File: src/rtl/uart_pkg.sv
// Shared UART definitions: FSM state encoding, frame length and baud divider helper.
package uart_pkg;

    typedef enum logic [1:0] {
        IDLE  = 2'd0,
        START = 2'd1,
        DATA  = 2'd2,
        STOP  = 2'd3
    } uart_state_t;

    // start bit + 8 data bits + stop bit
    localparam int FRAME_BITS = 10;

    // Clock cycles per serial bit (integer divide, truncating).
    function automatic int clks_per_bit(input int clk_freq, input int baud);
        return clk_freq / baud;
    endfunction

endpackage

File: src/rtl/uart_tx_fifo_if.sv
// Byte push handshake into the UART transmitter: producer drives data/valid, UART answers ready.
interface uart_tx_fifo_if;
    logic [7:0] data;
    logic       valid;
    logic       ready;

    modport master (output data, output valid, input ready);
    modport slave  (input data, input valid, output ready);
endinterface

File: src/rtl/sync_fifo.sv
// Small synchronous FIFO; head entry is visible on rdata while not empty.
module sync_fifo #(
    parameter int WIDTH = 8,
    parameter int DEPTH = 4
) (
    input  logic                       clk,
    input  logic                       rst_n,
    input  logic                       push,
    input  logic                       pop,
    input  logic [WIDTH-1:0]           wdata,
    output logic [WIDTH-1:0]           rdata,
    output logic                       full,
    output logic                       empty,
    output logic [$clog2(DEPTH):0]     count
);
    localparam int AW = $clog2(DEPTH);
    localparam int CW = AW + 1;

    logic [WIDTH-1:0] mem_q [DEPTH];
    logic [AW-1:0]    wr_ptr_q;
    logic [AW-1:0]    rd_ptr_q;
    logic [CW-1:0]    count_q;
    logic             do_push_s;
    logic             do_pop_s;

    // Overflow and underflow requests are dropped here as well as at the caller.
    assign do_push_s = push && !full;
    assign do_pop_s  = pop && !empty;

    assign full  = (count_q == CW'(DEPTH));
    assign empty = (count_q == {CW{1'b0}});
    assign count = count_q;
    assign rdata = mem_q[rd_ptr_q];

    // Pointer and occupancy tracking; pointers wrap naturally since DEPTH is a power of two.
    always_ff @(posedge clk or negedge rst_n) begin
        if (!rst_n) begin
            wr_ptr_q <= {AW{1'b0}};
            rd_ptr_q <= {AW{1'b0}};
            count_q  <= {CW{1'b0}};
        end else begin
            if (do_push_s) begin
                wr_ptr_q <= wr_ptr_q + AW'(1);
            end
            if (do_pop_s) begin
                rd_ptr_q <= rd_ptr_q + AW'(1);
            end
            if (do_push_s && !do_pop_s) begin
                count_q <= count_q + CW'(1);
            end else if (do_pop_s && !do_push_s) begin
                count_q <= count_q - CW'(1);
            end
        end
    end

    // Storage array; cleared on reset so no stale byte is ever observable.
    always_ff @(posedge clk or negedge rst_n) begin
        if (!rst_n) begin
            for (int i = 0; i < DEPTH; i++) begin
                mem_q[i] <= {WIDTH{1'b0}};
            end
        end else if (do_push_s) begin
            mem_q[wr_ptr_q] <= wdata;
        end
    end

endmodule

File: src/rtl/uart_tx_fifo.sv
// 8N1 UART transmitter with a byte FIFO in front; frames are sent back-to-back while data is queued.
module uart_tx_fifo
    import uart_pkg::*;
#(
    parameter int CLK_FREQ   = 50_000_000,
    parameter int BAUD       = 115_200,
    parameter int FIFO_DEPTH = 4
) (
    input  logic              clk,
    input  logic              rst_n,
    uart_tx_fifo_if.slave     bus,
    output logic              tx,
    output logic              busy
);
    localparam int CLKS_PER_BIT = clks_per_bit(CLK_FREQ, BAUD);
    localparam int CNT_W        = $clog2(CLKS_PER_BIT);
    localparam int FCW          = $clog2(FIFO_DEPTH) + 1;

    generate
        if (CLKS_PER_BIT < 2) begin : g_bad_baud
            $error("uart_tx_fifo: CLKS_PER_BIT must be >= 2");
        end
        if ((FIFO_DEPTH < 2) || ((FIFO_DEPTH & (FIFO_DEPTH - 1)) != 0)) begin : g_bad_depth
            $error("uart_tx_fifo: FIFO_DEPTH must be a power of two >= 2");
        end
    endgenerate

    uart_state_t      state_q, state_d;
    logic [CNT_W-1:0] baud_q, baud_d;
    logic [2:0]       bit_q, bit_d;
    logic [7:0]       shift_q, shift_d;
    logic             tx_q, tx_d;

    logic             push_s;
    logic             pop_s;
    logic             baud_last_s;
    logic [7:0]       fifo_rdata_s;
    logic             fifo_full_s;
    logic             fifo_empty_s;
    logic [FCW-1:0]   fifo_count_s;

    assign push_s      = bus.valid && bus.ready;
    assign bus.ready   = !fifo_full_s;
    assign baud_last_s = (baud_q == CNT_W'(CLKS_PER_BIT - 1));
    assign busy        = (state_q != IDLE) || (fifo_count_s != {FCW{1'b0}});
    assign tx          = tx_q;

    sync_fifo #(
        .WIDTH (8),
        .DEPTH (FIFO_DEPTH)
    ) u_fifo (
        .clk   (clk),
        .rst_n (rst_n),
        .push  (push_s),
        .pop   (pop_s),
        .wdata (bus.data),
        .rdata (fifo_rdata_s),
        .full  (fifo_full_s),
        .empty (fifo_empty_s),
        .count (fifo_count_s)
    );

    // FSM state register.
    always_ff @(posedge clk or negedge rst_n) begin
        if (!rst_n) begin
            state_q <= IDLE;
        end else begin
            state_q <= state_d;
        end
    end

    // Next-state logic; a pop is issued whenever a new frame is launched.
    always_comb begin
        state_d = state_q;
        pop_s   = 1'b0;
        case (state_q)
            IDLE: begin
                if (!fifo_empty_s) begin
                    pop_s   = 1'b1;
                    state_d = START;
                end else begin
                    state_d = IDLE;
                end
            end
            START: begin
                if (baud_last_s) begin
                    state_d = DATA;
                end else begin
                    state_d = START;
                end
            end
            DATA: begin
                if (baud_last_s && (bit_q == 3'd7)) begin
                    state_d = STOP;
                end else begin
                    state_d = DATA;
                end
            end
            STOP: begin
                if (baud_last_s && !fifo_empty_s) begin
                    pop_s   = 1'b1;
                    state_d = START;
                end else if (baud_last_s) begin
                    state_d = IDLE;
                end else begin
                    state_d = STOP;
                end
            end
            default: begin
                state_d = IDLE;
            end
        endcase
    end

    // Baud counter, bit index and shift register next values.
    always_comb begin
        baud_d  = baud_q;
        bit_d   = bit_q;
        shift_d = shift_q;
        if ((state_q == IDLE) || baud_last_s) begin
            baud_d = {CNT_W{1'b0}};
        end else begin
            baud_d = baud_q + CNT_W'(1);
        end
        if (state_q != DATA) begin
            bit_d = 3'd0;
        end else if (baud_last_s) begin
            bit_d = bit_q + 3'd1;
        end else begin
            bit_d = bit_q;
        end
        if (pop_s) begin
            shift_d = fifo_rdata_s;
        end else if ((state_q == DATA) && baud_last_s) begin
            shift_d = {1'b0, shift_q[7:1]};
        end else begin
            shift_d = shift_q;
        end
    end

    // Datapath registers.
    always_ff @(posedge clk or negedge rst_n) begin
        if (!rst_n) begin
            baud_q  <= {CNT_W{1'b0}};
            bit_q   <= 3'd0;
            shift_q <= 8'd0;
        end else begin
            baud_q  <= baud_d;
            bit_q   <= bit_d;
            shift_q <= shift_d;
        end
    end

    // Line level for the current state; registered below so tx lags the state by one cycle.
    always_comb begin
        tx_d = 1'b1;
        case (state_q)
            IDLE:    tx_d = 1'b1;
            START:   tx_d = 1'b0;
            DATA:    tx_d = shift_q[0];
            STOP:    tx_d = 1'b1;
            default: tx_d = 1'b1;
        endcase
    end

    // Registered serial output, idle high.
    always_ff @(posedge clk or negedge rst_n) begin
        if (!rst_n) begin
            tx_q <= 1'b1;
        end else begin
            tx_q <= tx_d;
        end
    end

endmodule

File: src/flat_wrapper.sv
// flat-port wrapper written by rule: the top's interface ports become plain ports
module uart_tx_fifo_flat import uart_pkg::*;
#(
    parameter int CLK_FREQ   = 50_000_000,
    parameter int BAUD       = 115_200,
    parameter int FIFO_DEPTH = 4
)
  (clk, rst_n, tx, busy, bus_data, bus_valid, bus_ready);
  uart_tx_fifo_if bus_i ();
  input  logic clk;
  input  logic rst_n;
  output logic tx;
  output logic busy;
  input wire logic [$bits(bus_i.data)-1:0] bus_data;
  input wire logic [$bits(bus_i.valid)-1:0] bus_valid;
  output wire logic [$bits(bus_i.ready)-1:0] bus_ready;
  assign bus_i.data = bus_data;
  assign bus_i.valid = bus_valid;
  assign bus_ready = bus_i.ready;
  uart_tx_fifo #(.CLK_FREQ(CLK_FREQ), .BAUD(BAUD), .FIFO_DEPTH(FIFO_DEPTH)) u_core (.clk(clk), .rst_n(rst_n), .bus(bus_i), .tx(tx), .busy(busy));
endmodule
File: config.mk
export PLATFORM = sky130hd
export DESIGN_NAME = uart_tx_fifo_flat
export DESIGN_NICKNAME = d
export VERILOG_FILES = /design/src/rtl/uart_pkg.sv /design/src/rtl/uart_tx_fifo_if.sv /design/src/rtl/sync_fifo.sv /design/src/rtl/uart_tx_fifo.sv /design/src/flat_wrapper.sv
export SDC_FILE = /design/constraint.sdc
export NUM_CORES = 1
export LEC_CHECK = 0
export ABC_AREA = 1
export CORE_UTILIZATION = 35
export CTS_CLUSTER_SIZE = 16
export DETAILED_ROUTE_END_ITERATION = 16
export PLACE_DENSITY = 0.56
export SYNTH_ARGS = -nofsm -noshare
export SYNTH_HDL_FRONTEND = slang
export SYNTH_SLANG_ARGS = --single-unit
export TNS_END_PERCENT = 30
File: constraint.sdc
create_clock -name clk -period 6.5 [get_ports clk]
set_input_delay 1.625 -clock clk [delete_from_list [all_inputs] [get_ports clk]]
set_output_delay 1.625 -clock clk [all_outputs]
set_load 0.02 [all_outputs]
======== Word level (Yosys, flattened, before mapping) ========
Cells that the tools add are included.
word-level totals
  bits in registers ....................... 62
  input port bits ......................... 11
  output and inout bits ................... 3
  logic and storage cells ................. 76
cells by class
  add/subtract/negate cells ............... 6
  magnitude comparators ................... 3
  equal/unequal tests ..................... 7
  muxes and demuxes ....................... 23
  bitwise operators ....................... 2
  reductions and logical operators ........ 23
operators with widths
  operator             count
  $mux 8               5
  $bwmux 32            1
  $bmux 8 s2           1
  $demux 8 s2          1
  $mux 3               4
  $add 9x1->9 const B  1
  $eq 9x9->1 const B   1
  $logic_and 1x1->1    9
  $mux 9               1
  $pmux 2 s4           1
  $reduce_bool 2->1    4
  $add 3x1->3 const B  2
  $eq 3x3->1 const B   2
  $ge 3x3->1 const B   2
  $mux 2               3
  $not 2->3            2
  $add 2x1->2 const B  2
  $eq 2x2->1 const B   2
  $logic_not 1->1      4
  $mux 1               4
  $logic_not 3->1      1
  $lt 3x1->1 const B   1
  $pmux 1 s3           1
  $reduce_bool 3->1    1
  7 further kinds      8

======== Depth between registers and ports, before layout ========
Gate-level depths: netlist (run 1).
  depth after elaboration ................. 9
  mapped depth ............................ 14
  gate-level depth less buffers ........... 13

======== Cells and area by module ========
A second synthesis (run 1) with hierarchy kept.
unflattened totals
  cell total of the unflattened synthesis .. 413
  area total of the unflattened synthesis .. 3,329.4 um2
by module, submodules not included
  module        instances  cells an instance  area each (um2)  sequential area each (um2)
  sync_fifo     1          250                2,023.2          975.9
  uart_tx_fifo  1          163                1,306.3          576.8

======== Worst setup path after synthesis (run 1) ========
Ideal clock, no wire load.
  path kind ............................... input-to-reg
  start point ............................. in bus_valid
  end point ............................... reg u_core.u_fifo.count_q[2] (netlist: u_core.u_fifo.count[2])
  library setup time ...................... 124 ps
  arrival ................................. 2,760 ps
  required time ........................... 6,376 ps
  path slack .............................. 3,616 ps
  stages on the path ...................... 8
  buffers on the path ..................... 0
  cells stage by stage .................... nand2_2 -> inv_4 -> ha_1 -> inv_1 -> fa_1 -> a21oi_1 -> o21ai_0 -> xnor2_1
on the way
  word-level cells in the longest chain between the ends .. 5
  elaborated cells between the ends (all ways) .. 7
  classes of those cells .................. mux: 1; reduce/logical: 6
ends and longest elaborated chain
  item                                RTL line            text
  start, declared                     flat_wrapper.sv:15  input wire logic [$bits(bus_i.valid)-1:0] bus_valid;
  $logic_and 1x1->1 *                 uart_tx_fifo.sv:42  assign push_s = bus.valid && bus.ready;
  $logic_and 1x1->1 *                 sync_fifo.sv:27     assign do_push_s = push && !full;
  named net u_core.u_fifo.do_push_s   sync_fifo.sv:23     logic do_push_s;
  $logic_not 1->1                     sync_fifo.sv:50     end else if (do_pop_s && !do_push_s) begin
  $logic_and 1x1->1                   sync_fifo.sv:50
  $reduce_bool 2->1 (no source line)  n/a
  end signal, assigned                sync_fifo.sv:40     count_q <= {CW{1'b0}};
  end signal, assigned                sync_fifo.sv:49     count_q <= count_q + CW'(1);
  end signal, assigned                sync_fifo.sv:51     count_q <= count_q - CW'(1);
  end, declared                       sync_fifo.sv:22     logic [CW-1:0] count_q;
Mark *: on every way through the listed nets, which the timed path passes. The rest lies on a longest branch.
A chain may end at the register's enable or synchronous reset.

======== Worst setup path after layout (run 1) ========
  start point ............................. reg u_core.u_fifo.count_q[0] (netlist: u_core.u_fifo.count[0])
  end point ............................... out busy
on the way
  word-level cells in the longest chain between the ends .. 2
ends and longest elaborated chain
  item               RTL line            text
  $reduce_bool 3->1  uart_tx_fifo.sv:45  assign busy = (state_q != IDLE) || (fifo_count_s != {FCW{1'b0}});
  $logic_or 1x1->1   uart_tx_fifo.sv:45
  end, declared      flat_wrapper.sv:13  output logic busy;
Every way passes these cells.

==> results of run 1 <==
[layout by cell type (no fill, tap or decap), types with 2 or more instances in the layout]
master,count
nand3_1,28
nor2_1,19
clkbuf_8,9
nand4_1,9
ha_1,15
o21ai_1,8
nor3b_1,2
o21bai_1,2
clkinv_2,2
clkbuf_1,3
inv_2,4
xor2_1,3
clkdlybuf4s50_1,12
nand2_1,93
nor3_1,2
inv_1,35
nand2_4,2
nor2_4,3
xnor2_1,4
nor2_2,2
o21ai_2,2
dfrtp_1,61
nand2_2,7
nand3_2,2
o21ai_0,37
a21oi_1,7
[layout make-up]
class	instances	area, µm²
fill	906	5210
sequential	62	1550
multi-input combinational	252	1400
inverter	40	153
clock buffer	12	135
tap	108	135
timing repair buffer	14	133
clock inverter	4	47.5
[sequential cells by signal (all words and copies together) (netlist names)]
signal / cells
u_core.shift_q: 8
u_core.u_fifo.mem_q: 32
u_core.u_fifo.wr_ptr_q: 2
u_core.u_fifo.rd_ptr_q: 2
u_core.tx: 1
u_core.u_fifo.count: 3
u_core.bit_q: 3
u_core.baud_q: 9
u_core.state_q: 2
[report_power, final]
part | leakage, µW | switching, µW | internal, µW
sequential | 0.000786 | 66.7 | 494
combinational | 0.000898 | 152 | 105
clock | 0.0000904 | 146 | 176
[synth_stat cells (all sizes together)]
cell type / instances
ha: 15
o21ai: 47
mux2: 1
xor2: 3
nand4: 9
xnor2: 4
nor2: 24
nor3b: 2
fa: 1
inv: 40
nand2: 103
o21bai: 2
a21oi: 7
buf: 10
dfrtp: 61
dfstp: 1
nor3: 3
clkbuf: 2
nand3: 31
[per-layer routing]
layer / share of wire [%] / up-vias / GRT usage, %
met3: 3.1 / 9 / 4.17
li1: - / 1203 / -
met5: 0 / - / 0
met1: 49 / 1069 / 18.6
met4: 1.3 / 0 / 3.96
met2: 46 / 26 / 22.9
[per-stage QoR]
stage | hold slack [ns] | instance area, µm² | utilization [%]
2_1_floorplan | 0.448 | 3170 | -
3_5_place_dp | 0.468 | 3370 | 38.4
5_1_grt | 0.509 | 3550 | 40.5
4_1_cts | 0.484 | 3550 | 40.5
6_report | 0.479 | 3550 | 40.5
3_3_place_gp | 0.463 | 3370 | 38.4
[worst max-delay path, stage by stage, from the launching register on]
cell and delay [ns]:
dfrtp_1 0.44, nor3_2 0.35, nand2_1 0.09, clkdlybuf4s50_1 0.54
[how the worst max path moves through the flow]
stage	from	slack, ns	endpoint
2_1_floorplan	bus_valid	3.62	u_core.u_fifo.count[2]
3_3_place_gp	bus_valid	3.08	u_core.u_fifo.count[2]
3_5_place_dp	bus_valid	3.07	u_core.u_fifo.count[2]
4_1_cts	u_core.u_fifo.count[0]	3.07	busy
5_1_grt	u_core.u_fifo.count[0]	2.98	busy
6_report	u_core.u_fifo.count[0]	3.11	busy
[kinds of logic (layout without fill, tap and decap cells)]
kind of cell,count (synthesis),after routing
simple gates,172,172
flops,62,62
compound gates,56,56
buf+inv,52,70
fa+ha+maj,16,16
xor+xnor,7,7
mux,1,1
==> results.tsv, run 1 <==
stage	metric	value	unit
setup_path	reg2reg_to	u_core.u_fifo.count[1]	
final_layout	drive_gt1_share	11.2	%
clocking	cts_tree	done	
detailed_routing	drc	0	
logic_synthesis	syn_inst	366	
logic_synthesis	synthTopCellsByArea	dfrtp_1 48%, nand2_1 11%, ha_1 5.9%, o21ai_0 5.8%, nand3_1 4.4%	
clocking	clk_pin_slew_worst_paths	0.07	ns
clocking	cts_sinks	62	
clocking	h-tree-depth	3	
floorplan	fp-row-count	34	
hold_path	hold_depth	2	
logic_synthesis	synth-seq-cells	62	
logic_synthesis	yosysSeqAreaShare	48.9	%
timing	slew_headroom	47.3	%
grt	grt_pass1_vias	2296	
placed_design	gp_congestion	0.709	
logic_synthesis	synth_top_family_by_area	simple AND/OR/NAND/NOR gates	
detailed_routing	drtIter0Drc	99	
logic_synthesis	synth_area	3170	µm²
pwr	p_leak	0.00177	µW
logic_synthesis	yosys.area.top_type	dfrtp_1	
logic_synthesis	yosys.area_share.simple	25.9	%
final_layout	nNetsFinal	406	
pwr	power.density	321	nW/µm²
detailed_routing	wirelength	6.12	mm
timing	fin_ws	3.11	ns
grt	grt_pass1_wl	10.8	mm
floorplan	die_y	97.2	µm
clocking	numCtsBuffers	9	
timing	drv_slew	0	
logic_synthesis	synth_mux_area_share	0.355	%
clocking	hold_buffers	0	
timing	finClkSkew	0.0110	ns
timing	tightest_slew	0.790	ns
hold_path	hold_end	u_core.u_fifo.mem_q[6]	
logic_synthesis	syn_area_per_cell	8.67	µm²
setup_path	worstPathRequired	4.88	ns
setup_path	critPathLaunchType	flop	
timing	setup_violations	0	
detailed_routing	vias	2307	
setup_path	end_kind	primary output	
timing	min_period	3.39	ns
clocking	cts_resized	0	
logic_synthesis	synth_compound_area_share	9.23	%
detailed_routing	dr.pass1.iters	4	
logic_synthesis	synthAdderAreaFrac	6.55	%
clocking	clockRootBuffer	clkbuf_8	
run_status	outcome	finished, final reports clean	
pwr	ir_drop	0.157	mV
floorplan	core_area	8760	µm²
detailed_routing	post_drt_wl_per_cell	12.4	µm
timing	fin_setup_tns	0	ns
logic_synthesis	syn_nets	393	
final_layout	areaGrowthSynthToFinish	11.9	%
floorplan	start_util	36.2	%
placed_design	io_buffers	13	
logic_synthesis	synthXorXnorAreaFrac	1.93	%
setup_path	path_max_fanout	4	
timing	hold_viol	0	
hold_path	hp-start	u_core.u_fifo.mem_q[6]	
final_layout	finalNonFillerCells	492	
floorplan	die_x	97.2	µm
timing	fmax	295	MHz
grt	grt_start_max_net_pins	63	
clocking	clk_latency	0.34	ns
logic_synthesis	synth_warnings	0	
placed_design	dp.final_hpwl	4.03	mm
hold_path	hold_class	flop to flop	
setup_path	crit_type	flop to primary output	
floorplan	io_pins	14	
logic_synthesis	yosys.area.top_type_share	48.1	%
setup_path	r2r_cells	9	
pwr	finalPower	1140	µW
clocking	post_cts.repair.setup_buffers	0	
timing	rsz0062_at_grt	false	
setup_path	cp.arrival	1.76	ns
setup_path	rrSetupSlack	3.96	ns
job	max_cap_viol_count	0	
clocking	clk_path_buf_depth	2	
final_layout	antennaDiodeCount	0	
timing	finalCritPeriodShare	52.1	%
grt	grt_overflow	0	
detailed_routing	ant_nets	0	
detailed_routing	avgViaCountPerCell	4.69	
grt	grt_usage	14.2	%
logic_synthesis	ys_types	33	
grt	antenna_found_initial	0	
placed_design	placedCellCount	476	
floorplan	dieArea	9450	µm²
placed_design	place_ws	3.07	ns
setup_path	worstReg2RegStart	u_core.state_q[0]	
Note: power is estimated with default switching activity, not from simulation.
==> run 2: changes to the inputs <==
==> constraint.sdc (replaced) <==
create_clock -name clk -period 3.2 [get_ports clk]
set_input_delay 0.8 -clock clk [delete_from_list [all_inputs] [get_ports clk]]
set_output_delay 0.8 -clock clk [all_outputs]
set_load 0.02 [all_outputs]
==> run 2 against run 1 <==
Count of clock-buffer cells in the layout increased by 2. Routed wire length is 0.25% higher. Highest routed layer unchanged. Largest cell class unchanged. First-iteration DRC count up 8.1%. Non-clock buffer count is the same. Register-to-register slack got worse by 3.3 ns. Final cell count is 0.20% lower. Core utilization about the same.
==> results.tsv, run 2 (synthesis results as in run 1) <==
stage	metric	value	unit	change
floorplan	io_pins	14		unchanged
placed_design	gp_congestion	0.750		+5.8%
detailed_routing	drtIter0Drc	107		+8.1%
setup_path	crit_type	flop to primary output		
setup_path	slowest_delay	0.55	ns	about the same
floorplan	die_x	97.2	µm	unchanged
clocking	clockRootBuffer	clkbuf_8		
clocking	clk_path_buf_depth	2		unchanged
grt	grt_usage	14.3	%	+0.064 points
final_layout	top_regs	u_core.u_fifo.mem_q x32, u_core.baud_q x9, u_core.shift_q x8		
placed_design	io_buffers	13		unchanged
timing	min_period	2.57	ns	
grt	grt_start_max_net_pins	63		unchanged
final_layout	layout_commonest_cell	nand2_1		
detailed_routing	post_drt_wl_per_cell	12.5	µm	+0.45%
setup_path	worstReg2RegStart	u_core.state_q[0]		
floorplan	dieArea	9450	µm²	unchanged
detailed_routing	vias	2319		+0.52%
setup_path	crit_slowest_cell	clkdlybuf4s50_1		
clocking	cts_sinks	62		unchanged
final_layout	filler_cell_count	902		-0.44%
pwr	p_leak	0.00177	µW	about the same
timing	slew_headroom	58.9	%	+12 points
timing	finClkSkew	0.00612	ns	-0.00489 ns
clocking	h-tree-depth	3		unchanged
grt	grt_pass1_vias	2283		-0.57%
timing	whs	0.461	ns	-0.0175 ns
timing	tightest_slew	0.616	ns	-0.174 ns
timing	fmax	389	MHz	
setup_path	cp-startpoint	u_core.u_fifo.count[0]		
setup_path	end_kind	primary output		
job	max_cap_viol_count	0		unchanged
detailed_routing	avgViaCountPerCell	4.72		+0.72%
clocking	post_cts.repair.setup_buffers	0		unchanged
detailed_routing	wirelength	6.13	mm	+0.25%
timing	setup_violations	0		unchanged
detailed_routing	dr.pass1.iters	4		unchanged
hold_path	hold_class	input port to async pin		
clocking	clk_pin_slew_worst_paths	0.07	ns	about the same
final_layout	final_cell_mix	93 x nand2_1, 61 x dfrtp_1, 37 x o21ai_0, 35 x inv_1, 28 x nand3_1		
floorplan	die_y	97.2	µm	unchanged
floorplan	fp-row-count	34		unchanged
final_layout	nNetsFinal	406		unchanged
setup_path	cp.arrival	1.77	ns	about the same
pwr	ir_drop	0.331	mV	+110%
placed_design	placedCellCount	476		unchanged
detailed_routing	ant_nets	0		unchanged
clocking	cts_tree	done		
setup_path	critPathLaunchType	flop		
grt	antenna_found_initial	0		unchanged
timing	fin_setup_tns	0	ns	unchanged
final_layout	areaGrowthSynthToFinish	11.8	%	about the same
setup_path	worstPathRequired	2.40	ns	-2.48 ns
timing	rsz0062_at_grt	false		
floorplan	core_area	8760	µm²	unchanged
grt	grt_pass1_wl	10.6	mm	-2.1%
run_status	outcome	finished, final reports clean		
timing	finalCritPeriodShare	80.4	%	
final_layout	drive_gt1_share	11.0	%	-0.23 points
floorplan	start_util	36.2	%	unchanged
final_layout	top_register	u_core.u_fifo.mem_q		
pwr	power.density	638	nW/µm²	+99%
grt	grt_overflow	0		unchanged
clocking	clk_latency	0.33	ns	about the same
final_layout	finalNonFillerCells	491		-0.20%
final_layout	largest_reg_flops	32		unchanged
timing	drv_slew	0		unchanged
timing	hold_viol	0		unchanged
setup_path	worstPathCellList	nor3_2, nand2_1, clkdlybuf4s50_1		
clocking	hold_buffers	0		unchanged
clocking	numCtsBuffers	9		unchanged
clocking	cts_resized	0		unchanged
detailed_routing	drc	0		unchanged
final_layout	antennaDiodeCount	0		unchanged
setup_path	r2r_cells	9		unchanged
placed_design	dp.final_hpwl	3.98	mm	-1.2%
setup_path	path_max_fanout	4		unchanged
## run 2: changes by cell type in the layout (fill, tap and decap cells not counted)
cell        before  now
buf_12           0    1
clkinvlp_4       1    0
clkbuf_8         9   11
bufinv_16        1    0
buf_4            1    0
clkinv_2         2    1
## run 2: power breakdown
part | switching [µW] | total, µW | internal [µW]
registers | 135 | 1140 | 1000
clock network | 282 | 601 | 319
logic | 308 | 522 | 214
## run 2: final timing paths
path / end / slack (ns)
worst max-delay path: busy / 0.63
worst min register to register: u_core.u_fifo.mem_q[22] / 0.48
max in group asynchronous: u_core.tx / 2.45
worst max register to register: u_core.u_fifo.count[1] / 0.70
worst min-delay path: u_core.u_fifo.count[1] / 0.46
min in group clk: u_core.u_fifo.mem_q[22] / 0.48
## run 2: through the flow
stage                     utilization [%]  setup slack [ns]  cell area, µm²  total power [µW]
after detailed placement             38.6             0.577            3380              1680
after floorplan                         -             0.823            3170              1520
after global placement               38.6             0.611            3380              1660
final                                40.5             0.629            3550              2260
after global routing                 40.5             0.529            3550              2430
after CTS                            40.5             0.581            3550              2310
## run 2: per-layer routing
layer / GRT usage, % / part of all wire [%] / vias up
li1: - / - / 1200
met1: 17.2 / 48 / 1085
met2: 23.7 / 48 / 29
met3: 4.60 / 2.9 / 5
met4: 5.66 / 0.90 / 0
met5: 0 / 0 / -
## run 2: critical path: cells and delay by family (launching register included)
kind	cells	cell delay [ns]
buffers and inverters	1	0.55
flip-flops	1	0.44
AND/OR/NAND/NOR	2	0.45
## run 2: final cells by class
type | count | area [µm²] | share of cell area (%)
tap | 108 | 135 | 3.81
inverter | 40 | 153 | 4.30
clock inverter | 1 | 5.00 | 0.141
timing repair buffer | 14 | 145 | 4.09
multi-input combinational | 252 | 1400 | 39.3
sequential | 62 | 1550 | 43.8
clock buffer | 14 | 163 | 4.58
